### src/rtl/axi4_lite_port_arbiter.sv
// Two-requester arbiter sharing one axi4_lite_manager between the instruction-fetch
// and data load/store ports: zero-cycle grant, owner lock per transaction, round-robin on ties.
module axi4_lite_port_arbiter #(
  parameter int unsigned ADDR_WIDTH = 32
) (
  input  logic                  clk,
  input  logic                  rst_n,
  // instruction port (read-only)
  input  logic                  i_rd_en,
  input  logic [ADDR_WIDTH-1:0] i_addr,
  output logic [31:0]           i_rd_data,
  output logic                  i_fault,
  output logic                  i_busy,
  // data port
  input  logic                  d_rd_en,
  input  logic                  d_wr_en,
  input  logic [ADDR_WIDTH-1:0] d_addr,
  input  logic [31:0]           d_wr_data,
  input  logic [3:0]            d_wr_strobe,
  output logic [31:0]           d_rd_data,
  output logic                  d_fault,
  output logic                  d_busy,
  // manager request interface
  output logic                  m_rd_en,
  output logic                  m_wr_en,
  output logic [ADDR_WIDTH-1:0] m_addr,
  output logic [31:0]           m_wr_data,
  output logic [3:0]            m_wr_strobe,
  input  logic [31:0]           m_rd_data,
  input  logic                  m_access_fault,
  input  logic                  m_busy
);

  typedef enum logic [1:0] {
    IDLE  = 2'd0,
    OWN_I = 2'd1,
    OWN_D = 2'd2
  } owner_e;

  typedef enum logic {
    LAST_I = 1'b0,
    LAST_D = 1'b1
  } last_e;

  owner_e owner;
  last_e  last;

  logic i_req;
  logic d_req;
  logic sel_i;
  logic sel_d;
  logic fwd;

  assign i_req = i_rd_en;
  assign d_req = d_rd_en | d_wr_en;

  // Port selection: the owner while locked, otherwise the same-cycle winner.
  always_comb begin
    sel_i = 1'b0;
    sel_d = 1'b0;
    unique case (owner)
      OWN_I: sel_i = 1'b1;
      OWN_D: sel_d = 1'b1;
      default: begin
        if (i_req && d_req) begin
          sel_d = (last == LAST_I);
          sel_i = (last == LAST_D);
        end else begin
          sel_i = i_req;
          sel_d = d_req;
        end
      end
    endcase
  end

  // Manager request mux; write takes precedence over a simultaneous data read.
  always_comb begin
    m_rd_en     = 1'b0;
    m_wr_en     = 1'b0;
    m_addr      = '0;
    m_wr_data   = '0;
    m_wr_strobe = '0;
    if (rst_n) begin
      if (sel_i) begin
        m_rd_en = i_rd_en;
        m_addr  = i_addr;
      end else if (sel_d) begin
        m_rd_en     = d_rd_en & ~d_wr_en;
        m_wr_en     = d_wr_en;
        m_addr      = d_addr;
        m_wr_data   = d_wr_data;
        m_wr_strobe = d_wr_strobe;
      end
    end
  end

  // Response routing: selected port sees the manager, the other port is stalled.
  always_comb begin
    i_rd_data = '0;
    i_fault   = 1'b0;
    i_busy    = 1'b0;
    d_rd_data = '0;
    d_fault   = 1'b0;
    d_busy    = 1'b0;
    if (rst_n) begin
      if (sel_i) begin
        i_rd_data = m_rd_data;
        i_fault   = m_access_fault;
        i_busy    = m_busy;
      end else begin
        i_busy = i_req;
      end
      if (sel_d) begin
        d_rd_data = m_rd_data;
        d_fault   = m_access_fault;
        d_busy    = m_busy;
      end else begin
        d_busy = d_req;
      end
    end
  end

  assign fwd = m_rd_en | m_wr_en;

  // Ownership and round-robin priority.
  always_ff @(posedge clk or negedge rst_n) begin
    if (!rst_n) begin
      owner <= IDLE;
      last  <= LAST_I;
    end else begin
      unique case (owner)
        OWN_I: begin
          if (!m_busy) begin
            owner <= IDLE;
            last  <= LAST_I;
          end
        end
        OWN_D: begin
          if (!m_busy) begin
            owner <= IDLE;
            last  <= LAST_D;
          end
        end
        default: begin
          if (fwd) begin
            if (m_busy) begin
              owner <= sel_d ? OWN_D : OWN_I;
            end else begin
              last <= sel_d ? LAST_D : LAST_I;
            end
          end
        end
      endcase
    end
  end

endmodule

### config.mk
export PLATFORM = sky130hd
export DESIGN_NAME = axi4_lite_port_arbiter
export DESIGN_NICKNAME = d
export VERILOG_FILES = /design/src/rtl/axi4_lite_port_arbiter.sv
export SDC_FILE = /design/constraint.sdc
export NUM_CORES = 1
export LEC_CHECK = 0
export CELL_PAD_IN_SITES_DETAIL_PLACEMENT = 1
export CELL_PAD_IN_SITES_GLOBAL_PLACEMENT = 1
export CORE_MARGIN = 8
export CORE_UTILIZATION = 11
export CTS_BUF_LIST = sky130_fd_sc_hd__clkbuf_16
export CTS_CLUSTER_SIZE = 25
export DETAILED_ROUTE_END_ITERATION = 6
export HOLD_SLACK_MARGIN = 0.06
export PLACE_DENSITY_LB_ADDON = 0.05
export RECOVER_POWER = 25
export SLEW_MARGIN = 40
export SYNTH_ARGS = -nofsm -noshare
export SYNTH_HDL_FRONTEND = slang
export SYNTH_SLANG_ARGS = --single-unit
### constraint.sdc
create_clock -name clk -period 2.95 [get_ports clk]
set_clock_uncertainty 0.2 [all_clocks]
set_input_delay 0.59 -clock clk [delete_from_list [all_inputs] [get_ports clk]]
set_output_delay 0.59 -clock clk [all_outputs]
set_load 0.02 [all_outputs]
==> results.md <==
* Worst Setup End Kind: primary output
* Largest family of logic cells by synthesized area: simple AND/OR/NAND/NOR gates
* Multi-input gate area at 1390 sq um
* Fin crit period at 3000 ps
* Async set-or-reset flop fraction in the synthesized netlist at 100%
* Crit path DAT at ~2200 ps
* P_leak at about 2.5 nW
* Synthesized instance count at between 200 and 250
* Antenna-violating nets left at 0
* CP max FO at 8
* H-tree Lvls at 1
* Dominant cells by area after synthesis: and2_1 31%, a22o_1 20%, and3_1 15%, dfrtp_1 5.3%, clkbuf_1 4.5%
* Rows at 41
* Pwr/cell area at approximately 700 nW/um^2
* Synth Warn # at 0
* Max-slew violations at 0
* Rel. slew slack at roughly 75%
* Placeable Area at around 13000 sq um
* Yosys reg bits at 3
* Total track usage at about 16%
* Register area share after synthesis at 5.29%
* Worst Setup Start Kind: input pin
* WL/cell at approximately 22 microns
* I/O Pins at around 280
* Failing checks: setup timing
* Layout Cell Area excl Fill at ~5200 sq um
* Nets at between 600 and 700
* Largest buffer count on any clock path at 2
* DR DRC count at 0
* CTS tree: done
* Fmax at between 300 and 400 MHz
* Area share of and/or/nand/nor cells after synthesis at about 52%
* Gp weighted congestion at around 0.84
* Vias in the first global route at 2904
* Ant. Diodes at 0
* Syn_nets at about 350
* Commonest cells in the synthesized netlist: 70 x and2_1, 34 x and3_1, 32 x a22o_1
* Compound-Gate Fraction of Synth Area at between 20% and 30%
* Power Total at about 3.6 mW
* Gr ovfl total at 0
* Placed cells at 650
* Synthesized cell area at roughly 1400 sq um
* Pin count of the biggest net entering global routing at 35
* WL final at 15100 microns
* Num CTS Buffers at 3
* Number of synthesized flops with an enable pin at 0
* Final Hold Vio Count at 0
* Fin worst setup slack at -50.6 ps
* DPL Wire Length at 11400 microns
* Fin util at about two fifths
* Tightest Hold Check Type: flop to flop
* Syn_area_per_cell at 6.92 sq um
* Initial Utilization at approximately 11%
* Placed inst area at 4470 sq um
* Synth Area in Adders at 1.76%
* Slew @ Worst Pin at between 300 and 400 ps
* CTS sink cnt at 3
* Die height at about 130 microns
* First-pass GRT wire length at between 15000 and 20000 microns
* XOR/XNOR Fraction of Synth Area at 0%
* Setup TNS at -762 ps
* Fin cells at about 680
* FF/Latch Area at 75.1 sq um
* Dpl ws at -776 ps
* Area leader, netlist: and2_1
* Crit path kind: input pin to primary output
* Total die area at ~17000 sq um
* WP data required at 2160 ps
* CTS root buffer: clkbuf_16
* Primary FF master, synth: dfrtp_1
* TritonRoute pass-1 iters at 4
* VDD IR max at 0.000422 V
* Post-synthesis mux area share at roughly 2.5%
* Outcome: complete, but fails checks
* RSZ-0062 raised after global routing: true
* Layout cells sized above 1 at roughly 43%
* Vias at between 2000 and 3000
* Synth unique cells at 34
* Most common cell in the netlist: and2_1
* Max Cap Viol at 0
* Vias/cell at between 4 and 5
* Initial antenna violation count at 1
* Top cell type's share of synthesized area at a little under a third
* Initial drt markers at 95
* Worst hold margin at around 330 ps
* Die X-Extent at 130 microns
* Fillers at between 1000 and 1500
* Area growth syn-to-layout at 267%
* Worst-Skew Late Latency at approximately 230 ps
* Period utilization at 102%
* Final setup fails at 31
* Port Buffer Count at between 200 and 300
* Post-cts hold buffer count at 0
* Clock slew at reported path FFs at around 30 ps
layer usage:
metal | part of all wire (%) | global-route usage, % | wire [microns]
met1 | 36 | 16.1 | 5440
met2 | 55 | 31.3 | 8280
met3 | 7.9 | 4.15 | 1190
met4 | 1.0 | 2.80 | 152
met5 | 0.086 | 0 | 13
path summary, 6_finish.rpt:
path	slack, ps	startpoint	cells past startpoint	end
setup / recovery	-50	d_wr_en	9	m_addr[13]
hold / removal	330	last	1	last
setup reg to reg	340	owner[0]	10	last
hold reg to reg	330	last	1	last
max in group asynchronous	1870	rst_n	2	owner[0]
min in group asynchronous	540	rst_n	2	owner[1]
cell families after synthesis:
kind of cell             count (synthesis)
buffers and inverters                   30
multiplexers                             3
AND/OR/NAND/NOR                        119
flip-flops                               3
adder cells (fa/ha/maj)                  2
AO/OA/AOI/OAI                           48
placed cells by master, fill, tap and decap left out, types with 2 or more instances in the layout:
master and count:
clkdlybuf4s50_1 135, buf_6 103, and2_4 55, and3_1 34
a22o_1 31, dlygate4sd2_1 24, buf_4 23, and2_1 16
clkdlybuf4s15_1 10, clkbuf_16 8, buf_12 7, inv_1 5
buf_2 5, o21ai_0 4, nand2_1 3, nor2_1 3
buf_16 3, buf_8 3, dfrtp_1 3, inv_2 2
a21oi_1 2, o311ai_0 2, clkbuf_2 2
state kept, by name (all words and copies together) (netlist names):
name	cells
owner	2
last	1
where the power goes:
part           total, mW  internal (mW)  switching, mW
registers         0.0745         0.0586         0.0158
clock network      0.219          0.175         0.0435
logic               3.35           1.78           1.57
layout make-up:
type / count / share of cell area [%]
repair buffers: 320 / 65.7
multi-input cells: 172 / 26.8
well taps: 172 / 4.13
flip-flops and latches: 3 / 1.44
clock buffers: 3 / 1.44
inverters: 6 / 0.432
clock inverters: 1 / 0.0721
critical path, stage by stage:
cell    delay [ps]
buf_6          100
or2_1          250
and2_4         170
mux2_4         260
and3_4         210
buf_12         140
buf_12         130
a22o_4         220
buf_12         130
what timing repair did:
item	4_1_cts	5_1_grt
resized for setup	543	168
endpoints found under the setup margin	137	121
pin swaps	15	50
gates cloned	4	8
setup buffers	8	4
No activity file was read; power rests on OpenSTA's default activity.
